==> config.mk <==
export PLATFORM = sky130hd
export DESIGN_NAME = maint_log_ctrl_flat
export DESIGN_NICKNAME = d
export VERILOG_FILES = /design/src/rtl/maint_log_pkg.sv /design/src/rtl/maint_log_ctrl_if.sv /design/src/rtl/maint_rr_arbiter.sv /design/src/rtl/maint_log_ctrl.sv /design/src/flat_wrapper.sv
export SDC_FILE = /design/constraint.sdc
export NUM_CORES = 1
export LEC_CHECK = 0
export ABC_AREA = 1
export BUFFER_PORTS_ARGS = -buffer_cell sky130_fd_sc_hd__buf_2
export CAP_MARGIN = 10
export CORE_ASPECT_RATIO = 1.1
export CORE_MARGIN = 2
export CORE_UTILIZATION = 30
export CTS_BUF_LIST = sky130_fd_sc_hd__clkbuf_8
export CTS_CLUSTER_DIAMETER = 50
export DETAILED_ROUTE_END_ITERATION = 8
export RECOVER_POWER = 100
export SLEW_MARGIN = 20
export SYNTH_ARGS = -nofsm -noshare
export SYNTH_HDL_FRONTEND = slang
export SYNTH_SLANG_ARGS = --single-unit
==> constraint.sdc <==
create_clock -name clk -period 4.3 [get_ports clk]
set_input_delay 0.86 -clock clk [delete_from_list [all_inputs] [get_ports clk]]
set_output_delay 0.86 -clock clk [all_outputs]
set_load 0.05 [all_outputs]
==> src/rtl/maint_log_pkg.sv <==
`default_nettype none
// =====================================================================
// maint_log_pkg : shared widths, depth and FSM encoding for the
//                 maintenance-log controller.   Rev 1.0
// =====================================================================
package maint_log_pkg;

    localparam int LOG_ADDR_W = 11;
    localparam int LOG_DATA_W = 8;
    localparam int LOG_DEPTH  = 2**LOG_ADDR_W;

    typedef enum logic [1:0] {
        IDLE  = 2'd0,
        DUMP  = 2'd1,
        DRAIN = 2'd2,
        DONE  = 2'd3
    } log_state_t;

    function automatic int rr_next(input int idx, input int n);
        return (idx + 1) % n;
    endfunction

endpackage
`default_nettype wire

==> src/rtl/maint_log_ctrl_if.sv <==
`default_nettype none
// =====================================================================
// maint_log_ctrl_if : event-source, dump, status and RAM-port bundle.
//                     Rev 1.0
// =====================================================================
interface maint_log_ctrl_if
    import maint_log_pkg::*;
#(
    parameter int NUM_SRC = 4,
    parameter int ADDR_W  = LOG_ADDR_W,
    parameter int DATA_W  = LOG_DATA_W
);
    logic [NUM_SRC-1:0]        src_req;
    logic [NUM_SRC*DATA_W-1:0] src_data;
    logic [NUM_SRC-1:0]        src_ack;
    logic                      dump_start;
    logic                      dump_valid;
    logic [DATA_W-1:0]         dump_data;
    logic                      dump_done;
    logic                      busy;
    logic [ADDR_W:0]           log_count;
    logic                      log_full;
    logic                      overflow;
    logic [ADDR_W-1:0]         ram_addr;
    logic [DATA_W-1:0]         ram_di;
    logic                      ram_we;
    logic                      ram_en;
    logic [DATA_W-1:0]         ram_do;

    modport master (
        input  src_req, src_data, dump_start, ram_do,
        output src_ack, dump_valid, dump_data, dump_done, busy,
               log_count, log_full, overflow,
               ram_addr, ram_di, ram_we, ram_en
    );

    modport slave (
        output src_req, src_data, dump_start, ram_do,
        input  src_ack, dump_valid, dump_data, dump_done, busy,
               log_count, log_full, overflow,
               ram_addr, ram_di, ram_we, ram_en
    );

endinterface
`default_nettype wire

==> src/rtl/maint_rr_arbiter.sv <==
`default_nettype none
// =====================================================================
// maint_rr_arbiter : round-robin requester arbiter with rotating
//                    priority pointer.   Rev 1.0
// =====================================================================
module maint_rr_arbiter
    import maint_log_pkg::*;
#(
    parameter  int NUM_SRC = 4,
    localparam int IDX_W   = (NUM_SRC > 1) ? $clog2(NUM_SRC) : 1
) (
    input  logic               clk,
    input  logic               reset,
    input  logic [NUM_SRC-1:0] req,
    input  logic               advance,
    output logic [NUM_SRC-1:0] grant,
    output logic [IDX_W-1:0]   index,
    output logic               any
);

    logic [IDX_W-1:0] r_ptr;
    logic [IDX_W-1:0] w_cand;
    logic             w_found;

    // Scan starting at the priority pointer; first requester wins.
    always_comb begin
        grant   = '0;
        index   = '0;
        w_found = 1'b0;
        w_cand  = '0;
        for (int k = 0; k < NUM_SRC; k++) begin
            w_cand = IDX_W'((int'(r_ptr) + k) % NUM_SRC);
            if (!w_found && req[w_cand]) begin
                w_found = 1'b1;
                index   = w_cand;
            end
        end
        grant[index] = w_found;
    end

    assign any = |req;

    always_ff @(posedge clk or posedge reset) begin
        if (reset) begin
            r_ptr <= '0;
        end else if (advance) begin
            r_ptr <= IDX_W'(rr_next(int'(index), NUM_SRC));
        end
    end

endmodule
`default_nettype wire

==> src/rtl/maint_log_ctrl.sv <==
`default_nettype none
// =====================================================================
// maint_log_ctrl : maintenance-log RAM arbiter, circular log keeper
//                  and oldest-first dump sequencer.   Rev 1.0
// =====================================================================
module maint_log_ctrl
    import maint_log_pkg::*;
#(
    parameter int NUM_SRC = 4,
    parameter int ADDR_W  = LOG_ADDR_W,
    parameter int DATA_W  = LOG_DATA_W,
    parameter bit WRAP    = 1'b1
) (
    input  logic             clk,
    input  logic             reset,
    maint_log_ctrl_if.master bus
);

    localparam int              IDX_W   = (NUM_SRC > 1) ? $clog2(NUM_SRC) : 1;
    localparam logic [ADDR_W:0] C_DEPTH = {1'b1, {ADDR_W{1'b0}}};

    log_state_t          r_state;
    log_state_t          w_state_nxt;
    logic [ADDR_W-1:0]   r_wr_ptr;
    logic [ADDR_W-1:0]   r_rd_ptr;
    logic [ADDR_W:0]     r_count;
    logic [ADDR_W:0]     r_remaining;
    logic                r_overflow;
    logic                r_dump_valid;
    logic [NUM_SRC-1:0]  w_grant;
    logic [IDX_W-1:0]    w_index;
    logic                w_any;
    logic                w_idle;
    logic                w_start;
    logic                w_take;
    logic                w_write;
    logic                w_read;
    logic                w_full;
    logic [DATA_W-1:0]   w_src_data [NUM_SRC];

    generate
        for (genvar gi = 0; gi < NUM_SRC; gi++) begin : g_unpack
            assign w_src_data[gi] = bus.src_data[gi*DATA_W +: DATA_W];
        end
    endgenerate

    maint_rr_arbiter #(.NUM_SRC(NUM_SRC)) u_arb (
        .clk     (clk),
        .reset   (reset),
        .req     (bus.src_req),
        .advance (w_take),
        .grant   (w_grant),
        .index   (w_index),
        .any     (w_any)
    );

    // A dump request in IDLE pre-empts any write in the same cycle.
    assign w_idle  = (r_state == IDLE);
    assign w_start = w_idle && bus.dump_start && !reset;
    assign w_take  = w_idle && !bus.dump_start && w_any && !reset;
    assign w_full  = (r_count == C_DEPTH);
    assign w_write = w_take && (WRAP || !w_full);
    assign w_read  = (r_state == DUMP);

    always_comb begin
        w_state_nxt  = r_state;
        bus.src_ack  = '0;
        bus.ram_en   = 1'b0;
        bus.ram_we   = 1'b0;
        bus.ram_addr = '0;
        bus.ram_di   = '0;
        case (r_state)
            IDLE: begin
                if (w_start) begin
                    w_state_nxt = (r_count == '0) ? DONE : DUMP;
                end
                if (w_take) begin
                    bus.src_ack = w_grant;
                end
                if (w_write) begin
                    bus.ram_en   = 1'b1;
                    bus.ram_we   = 1'b1;
                    bus.ram_addr = r_wr_ptr;
                    bus.ram_di   = w_src_data[w_index];
                end
            end
            DUMP: begin
                bus.ram_en   = 1'b1;
                bus.ram_addr = r_rd_ptr;
                if (r_remaining == (ADDR_W+1)'(1)) begin
                    w_state_nxt = DRAIN;
                end
            end
            DRAIN:   w_state_nxt = DONE;
            DONE:    w_state_nxt = IDLE;
            default: w_state_nxt = IDLE;
        endcase
    end

    always_ff @(posedge clk or posedge reset) begin
        if (reset) begin
            r_state <= IDLE;
        end else begin
            r_state <= w_state_nxt;
        end
    end

    always_ff @(posedge clk or posedge reset) begin
        if (reset) begin
            r_wr_ptr     <= '0;
            r_rd_ptr     <= '0;
            r_count      <= '0;
            r_remaining  <= '0;
            r_overflow   <= 1'b0;
            r_dump_valid <= 1'b0;
        end else begin
            r_dump_valid <= w_read;
            // Oldest entry sits log_count slots behind the write pointer.
            if (w_start) begin
                r_rd_ptr    <= r_wr_ptr - r_count[ADDR_W-1:0];
                r_remaining <= r_count;
            end else if (w_read) begin
                r_rd_ptr    <= r_rd_ptr + 1'b1;
                r_remaining <= r_remaining - 1'b1;
            end
            if (w_write) begin
                r_wr_ptr <= r_wr_ptr + 1'b1;
            end
            if (w_take) begin
                if (w_full) begin
                    r_overflow <= 1'b1;
                end else begin
                    r_count <= r_count + 1'b1;
                end
            end
        end
    end

    assign bus.busy       = !w_idle;
    assign bus.dump_done  = (r_state == DONE);
    assign bus.dump_valid = r_dump_valid;
    assign bus.dump_data  = r_dump_valid ? bus.ram_do : '0;
    assign bus.log_count  = r_count;
    assign bus.log_full   = w_full;
    assign bus.overflow   = r_overflow;

endmodule
`default_nettype wire

==> src/flat_wrapper.sv <==
// flat-port wrapper written by rule: the top's interface ports become plain ports
module maint_log_ctrl_flat import maint_log_pkg::*;
#(
    parameter int NUM_SRC = 4,
    parameter int ADDR_W  = LOG_ADDR_W,
    parameter int DATA_W  = LOG_DATA_W,
    parameter bit WRAP    = 1'b1
)
  (clk, reset, bus_src_req, bus_src_data, bus_dump_start, bus_ram_do, bus_src_ack, bus_dump_valid, bus_dump_data, bus_dump_done, bus_busy, bus_log_count, bus_log_full, bus_overflow, bus_ram_addr, bus_ram_di, bus_ram_we, bus_ram_en);
  maint_log_ctrl_if #(.NUM_SRC(NUM_SRC), .ADDR_W(ADDR_W), .DATA_W(DATA_W)) bus_i ();
  input  logic clk;
  input  logic reset;
  input wire logic [$bits(bus_i.src_req)-1:0] bus_src_req;
  input wire logic [$bits(bus_i.src_data)-1:0] bus_src_data;
  input wire logic [$bits(bus_i.dump_start)-1:0] bus_dump_start;
  input wire logic [$bits(bus_i.ram_do)-1:0] bus_ram_do;
  output wire logic [$bits(bus_i.src_ack)-1:0] bus_src_ack;
  output wire logic [$bits(bus_i.dump_valid)-1:0] bus_dump_valid;
  output wire logic [$bits(bus_i.dump_data)-1:0] bus_dump_data;
  output wire logic [$bits(bus_i.dump_done)-1:0] bus_dump_done;
  output wire logic [$bits(bus_i.busy)-1:0] bus_busy;
  output wire logic [$bits(bus_i.log_count)-1:0] bus_log_count;
  output wire logic [$bits(bus_i.log_full)-1:0] bus_log_full;
  output wire logic [$bits(bus_i.overflow)-1:0] bus_overflow;
  output wire logic [$bits(bus_i.ram_addr)-1:0] bus_ram_addr;
  output wire logic [$bits(bus_i.ram_di)-1:0] bus_ram_di;
  output wire logic [$bits(bus_i.ram_we)-1:0] bus_ram_we;
  output wire logic [$bits(bus_i.ram_en)-1:0] bus_ram_en;
  assign bus_i.src_req = bus_src_req;
  assign bus_i.src_data = bus_src_data;
  assign bus_i.dump_start = bus_dump_start;
  assign bus_i.ram_do = bus_ram_do;
  assign bus_src_ack = bus_i.src_ack;
  assign bus_dump_valid = bus_i.dump_valid;
  assign bus_dump_data = bus_i.dump_data;
  assign bus_dump_done = bus_i.dump_done;
  assign bus_busy = bus_i.busy;
  assign bus_log_count = bus_i.log_count;
  assign bus_log_full = bus_i.log_full;
  assign bus_overflow = bus_i.overflow;
  assign bus_ram_addr = bus_i.ram_addr;
  assign bus_ram_di = bus_i.ram_di;
  assign bus_ram_we = bus_i.ram_we;
  assign bus_ram_en = bus_i.ram_en;
  maint_log_ctrl #(.NUM_SRC(NUM_SRC), .ADDR_W(ADDR_W), .DATA_W(DATA_W), .WRAP(WRAP)) u_core (.clk(clk), .reset(reset), .bus(bus_i));
endmodule
==> results of run 1 <==
routing by layer:
layer / track usage, % / vias up
met3: 2.553 / 14
met1: 20.32 / 1976
met2: 28.18 / 97
met4: 5.882 / 0
met5: 0 / -
li1: - / 2155
synthesized netlist by cell type (9+ instances only):
cell        n
nand3_2     9
nand2_1   144
nand3_1    52
xor2_1     31
nand2_2    12
o21ai_0    23
ha_1       21
inv_1      86
o22ai_1     9
nor3_1     17
dfrtp_1    52
nand4_1    12
a21oi_2     9
a21oi_1    15
nor2_1     37
clkbuf_1    9
final timing paths:
kind,startpoint,end,depth (start not counted)
max,u_core.r_state[1],bus_ram_addr[3],6
min,u_core.r_remaining[10],u_core.r_remaining[10],2
max reg2reg,u_core.r_state[1],u_core.r_remaining[11],10
min reg2reg,u_core.r_remaining[10],u_core.r_remaining[10],2
max in group asynchronous,reset,u_core.r_rd_ptr[8],3
min in group asynchronous,reset,u_core.bus.dump_valid,3
power groups by stage:
stage	clock [W]	combinational [W]	sequential, W
6_report	0.000312	0.000193	0.000500
5_1_grt	0.000336	0.000217	0.000500
4_1_cts	0.000313	0.000198	0.000499
3_5_place_dp	0	0.000197	0.000509
3_3_place_gp	0	0.000197	0.000509
2_1_floorplan	0	0.000155	0.000508
kinds of logic (layout without fill, tap and decap cells):
family	after synthesis	count (layout)	share of synthesized area [%]
xor+xnor	33	33	6.754
compound gates	84	84	12.84
buf+inv	106	200	10.06
flops	52	52	30.41
fa+ha+maj	22	22	6.608
simple gates	297	297	32.28
mux	4	4	1.053
state kept, by name, indices dropped and copies added, names as in the netlist:
signal and cells:
u_core.u_arb.r_ptr 2, u_core.bus.log_count 12, u_core.r_remaining 12, u_core.r_state 2, u_core.bus.dump_valid 1, u_core.r_rd_ptr 11
u_core.r_wr_ptr 11, u_core.bus.overflow 1
area by class of cell:
class	count	area share (%)
clock buffers	5	1.388
clock inverters	3	0.5048
inverters	91	6.890
multi-input cells	440	51.21
flip-flops and latches	52	26.25
well taps	188	4.745
repair buffers	101	9.011
metrics by stage:
step | area, sq um | cells | worst slack [ns] | power (W) | util (%)
2_1_floorplan | 4279 | 598 | 0.6556 | 0.0006628 | -
3_3_place_gp | 4943 | 872 | 0.7242 | 0.0007057 | 35.69
3_5_place_dp | 4943 | 872 | 0.7574 | 0.0007060 | 35.69
4_1_cts | 5037 | 880 | 0.6572 | 0.001010 | 36.37
5_1_grt | 4957 | 880 | 0.2318 | 0.001053 | 35.79
6_report | 4957 | 880 | 0.4621 | 0.001004 | 35.79
worst max-delay path: stages (launching register included):
cell and delay, ns:
dfrtp_1 0.44, inv_1 0.11, ha_1 0.14, clkbuf_1 0.58, inv_1 0.48, o22ai_1 0.39, clkbuf_1 0.50
==> run metrics, run 1 <==
crit path max fanout=15; Synth cell types=44; post-synthesis instance total=598; P_int=roughly 0.00067 W; post-synthesis register bit count=52; gr ovfl total=0; Seq/Total Area, Yosys=a little under a third; Worst-path clk slew=0.11 ns; area occupied by multi-input gates=2539 sq um; commonest non-fill, non-tap cells in the layout=nand2_1 (145), inv_1 (86), nand3_1 (52), dfrtp_1 (52), clkbuf_1 (51); post-DP HPWL=between 9000 and 10000 um; Num CTS Buffers=5; DR WL/cell=14.24 um; CTS Sinks=52; CP Launch Type=flop; RSZ-0062 raised after global routing=false; Yosys top cell area share=30.41%; Yosys Warn Count=0; Worst Tran Pin Value=about 3 ns; headroom to the max-slew limit=-97.29%; Max Fclk=0.2606 GHz; Synth async-reset ratio=100.0%; Final Max Slew Viols=53; first-pass GRT wire length=19990 um; hold slack=0.5145 ns; nets=760; Cell Pwr Density=202.5 nW/um^2; drt initial violations=about 220; Post-synth EDFFs=0; die height=around 130 um; Max Used Layer=met4; critical path class=flop to primary output; Net Sw Frac=32.83%; Setup Skew=0.008172 ns; M1 WL=around 5700 um; R2R Setup Slk=0.68 ns; Remaining DRCs=0; Root Driver=clkbuf_8; logic gate share of total power=19.2%; Worst EP arrival=slightly below 3 ns; Main synth FF type=dfrtp_1; wire length on met2=just over 6000 um; required time of the critical path=3.44 ns; Setup TNS=0 ns; # IOs=97; sequential share of power=49.8%; number of port buffers=between 90 and 100; Psw=0.0003296 W; Syn Area/Cell=7.156 sq um; postcts setup bufs=0; Final min period=3.838 ns; maxcap violations=1; Overall Global Routing Usage=16.15%; Core Region=~14000 sq um; Avg Vias per Cell=4.820; Leak=between 2 and 2.5 nW; row count=45; fill count=1539; Final Hold Viols=0; vias=4242; syn nets=approximately 670; synth top area cells=dfrtp_1 (30%), nand2_1 (13%), inv_1 (7.5%); Synth area leader=dfrtp_1; pin count of the biggest net entering global routing=53; Final GP Congestion=roughly 0.89; hold-fix buffers at CTS=0; outcome=finished, violations left; Initial Util=30.89%; hold crit path type=flop to flop; area grow syn2layout=15.85%; final wirelength=12530 um; worst ir drop on vdd=~0.13 mV; Antenna diodes=0; most common cell after layout, fill and taps aside=nand2_1; DIE AREA=15240 sq um; share of layout cells above drive strength 1=between 10% and 20%; clock latency on the worst-skew pair=about 0.33 ns; DIE WIDTH=117.9 um; final period utilization=around nine tenths; setup violators final=0; crit end category=primary output; Resize count post-CTS=0; initial antenna violation count=0; H-tree depth=2; antenna-violating nets left=0; Clk pwr share=31.0%; Syn Std Cell Area=4279 sq um; number of global-route vias before repair=3982; failing checks=max-capacitance violations, max-slew violations; TritonCTS clock tree=done; register area=roughly 1300 sq um; CTS Buffer Depth=2; First-pass DRT Iterations=5; met3 WL=458 um
(Power assumes the default switching activity.)
==> run 2, diff against run 1 <==
--- a/config.mk
+++ b/config.mk
@@ -18,4 +18,5 @@
 export SLEW_MARGIN = 20
 export SYNTH_ARGS = -nofsm -noshare
 export SYNTH_HDL_FRONTEND = slang
+export SYNTH_HIERARCHICAL = 1
 export SYNTH_SLANG_ARGS = --single-unit
==> run metrics, run 2 <==
# IOs=97; crit path max fanout=8; RSZ-0062 raised after global routing=false; final wirelength=12650 um; Syn Area/Cell=6.800 sq um; crit-path most repeated cell=nor2_1; Buf/Inv on CP=5; DIE AREA=15840 sq um; Worst path slowest cell=clkbuf_1; commonest non-fill, non-tap cells in the layout=nand2_1 (141), inv_1 (93), nor2_1 (85), dfrtp_1 (52); required time of the critical path=3.44 ns; hold-fix buffers at CTS=0; headroom to the max-slew limit=-9.017%; Antenna diodes=0; Remaining DRCs=0; Worst EP arrival=2.96 ns; Syn Std Cell Area=4454 sq um; DR WL/cell=~13 um; Seq/Total Area, Yosys=29.21%; Avg Vias per Cell=4.652; Post-synth EDFFs=0; Synth async-reset ratio=100.0%; post-synthesis instance total=655; maxcap violations=1; gr ovfl total=0; count leader, synth=nand2_1; Main synth FF type=dfrtp_1; hold crit path type=input port to async pin; CTS Buffer Depth=2; post-synthesis register bit count=52; postcts setup bufs=0; Overall Global Routing Usage=16.05%; crit end category=primary output; Num CTS Buffers=5; die height=131.8 um; vias=4373; row count=46; DIE WIDTH=between 100 and 150 um; share of layout cells above drive strength 1=a little over an eighth; number of global-route vias before repair=4114; failing checks=max-capacitance violations, max-slew violations; Max Fclk=0.2616 GHz; most common cell after layout, fill and taps aside=nand2_1; Root Driver=clkbuf_8; H-tree depth=2; Initial Util=30.83%; syn nets=approximately 730; Yosys Warn Count=6; Worst-path clk slew=0.10 ns; Setup Skew=0.008748 ns; synth cell count leaders=nand2_1 (140), inv_1 (93), nor2_1 (85); CP Launch Type=input port; Resize count post-CTS=0; setup violators final=0; CTS Sinks=between 50 and 60; worst ir drop on vdd=~0.31 mV; TritonCTS clock tree=done; first-pass GRT wire length=20680 um; final period utilization=88.91%; hold slack=0.3952 ns; antenna-violating nets left=0; First-pass DRT Iterations=5; Final Hold Viols=0; critical path class=input port to primary output; Synth area leader=dfrtp_1; placed cell areas=5119 sq um; clock latency on the worst-skew pair=0.32 ns; post-DP HPWL=between 9000 and 10000 um; Setup TNS=0 ns; family with the most delay on the worst path=buffers and inverters; Pwr Total=0.004168 W; Final GP Congestion=0.9146; Cell Pwr Density=819.8 nW/um^2; drt initial violations=215; CP cell instances=buf_2, inv_1, nand2_2, nand3_1, nand2_1, inv_2, nand3b_1, nor2_2, nor2_1, nor2_1, inv_1, nor2_1, o21ai_0, a21oi_1, clkbuf_1; Final min period=3.823 ns; Leak=2.546 nW; Max stage delay on crit path=a little under 0.5 ns; Yosys top cell area share=29.21%; initial antenna violation count=0; cell area after layout=just over 5000 sq um; synth top area cells=dfrtp_1 (29%), nand2_1 (12%), inv_1 (7.8%); Worst Tran Pin Value=between 1.5 and 2 ns; nets=820; Final Max Slew Viols=30; Core Region=between 10000 and 15000 sq um; outcome=finished, violations left; area grow syn2layout=14.16%; number of port buffers=96; Synth cell types=44; pin count of the biggest net entering global routing=30
## run 2: worst paths after layout
kind,slack [ns],startpoint,cells past startpoint,endpoint
max reg2reg,1.39,u_core/r_state[1],8,u_core/r_remaining[6]
min in group clk,0.49,u_core/bus.overflow,1,u_core/bus.overflow
min,0.40,reset,2,u_core/u_arb/r_ptr[1]
max in group asynchronous,1.56,reset,3,u_core/r_wr_ptr[0]
max,0.48,bus_src_req[3],15,bus_ram_di[6]
min reg2reg,0.49,u_core/bus.overflow,1,u_core/bus.overflow
## run 2: kinds of logic after synthesis
group	share of synthesized area, %
fa+ha+maj	7.472
flops	29.21
buf+inv	11.54
simple gates	33.06
compound gates	13.60
xor+xnor	5.112
## run 2: routing by layer
metal | up-vias | routed length, um | global-route usage [%]
met5 | - | 0 | 0
met4 | 0 | 136 | 3.791
met3 | 10 | 605 | 2.163
met2 | 102 | 6107 | 27.15
met1 | 1982 | 5803 | 21.64
li1 | 2279 | - | -
## run 2: cell type report
cell class | instances | area, sq um
multi-input cells | 481 | 2592
flip-flops and latches | 52 | 1301
inverters | 104 | 401.6
repair buffers | 103 | 457.9
well taps | 192 | 240.2
clock buffers | 5 | 68.82
clock inverters | 3 | 22.52
fillers | 1621 | 9361
## run 2: per-stage QoR
step / util [%] / instances / setup slack (ns)
floorplan: - / 655 / 0.4548
global placement: 35.43 / 932 / 0.6304
detailed placement: 35.43 / 932 / 0.6033
CTS: 36.06 / 940 / 0.5991
global route: 35.20 / 940 / 0.2085
finish: 35.20 / 940 / 0.4768
## run 2: power by group
part	switching [W]	internal, W
clock	0.000181	0.000117
sequential	0.000268	0.000697
combinational	0.00205	0.000855
## run 2: worst register-to-register path, cell delays in order (launching register included)
cell,delay (ns)
dfrtp_1,0.41
inv_1,0.12
ha_1,0.16
clkbuf_1,0.62
inv_1,0.43
nand2_1,0.50
inv_1,0.31
nand2_1,0.13
o221ai_1,0.10
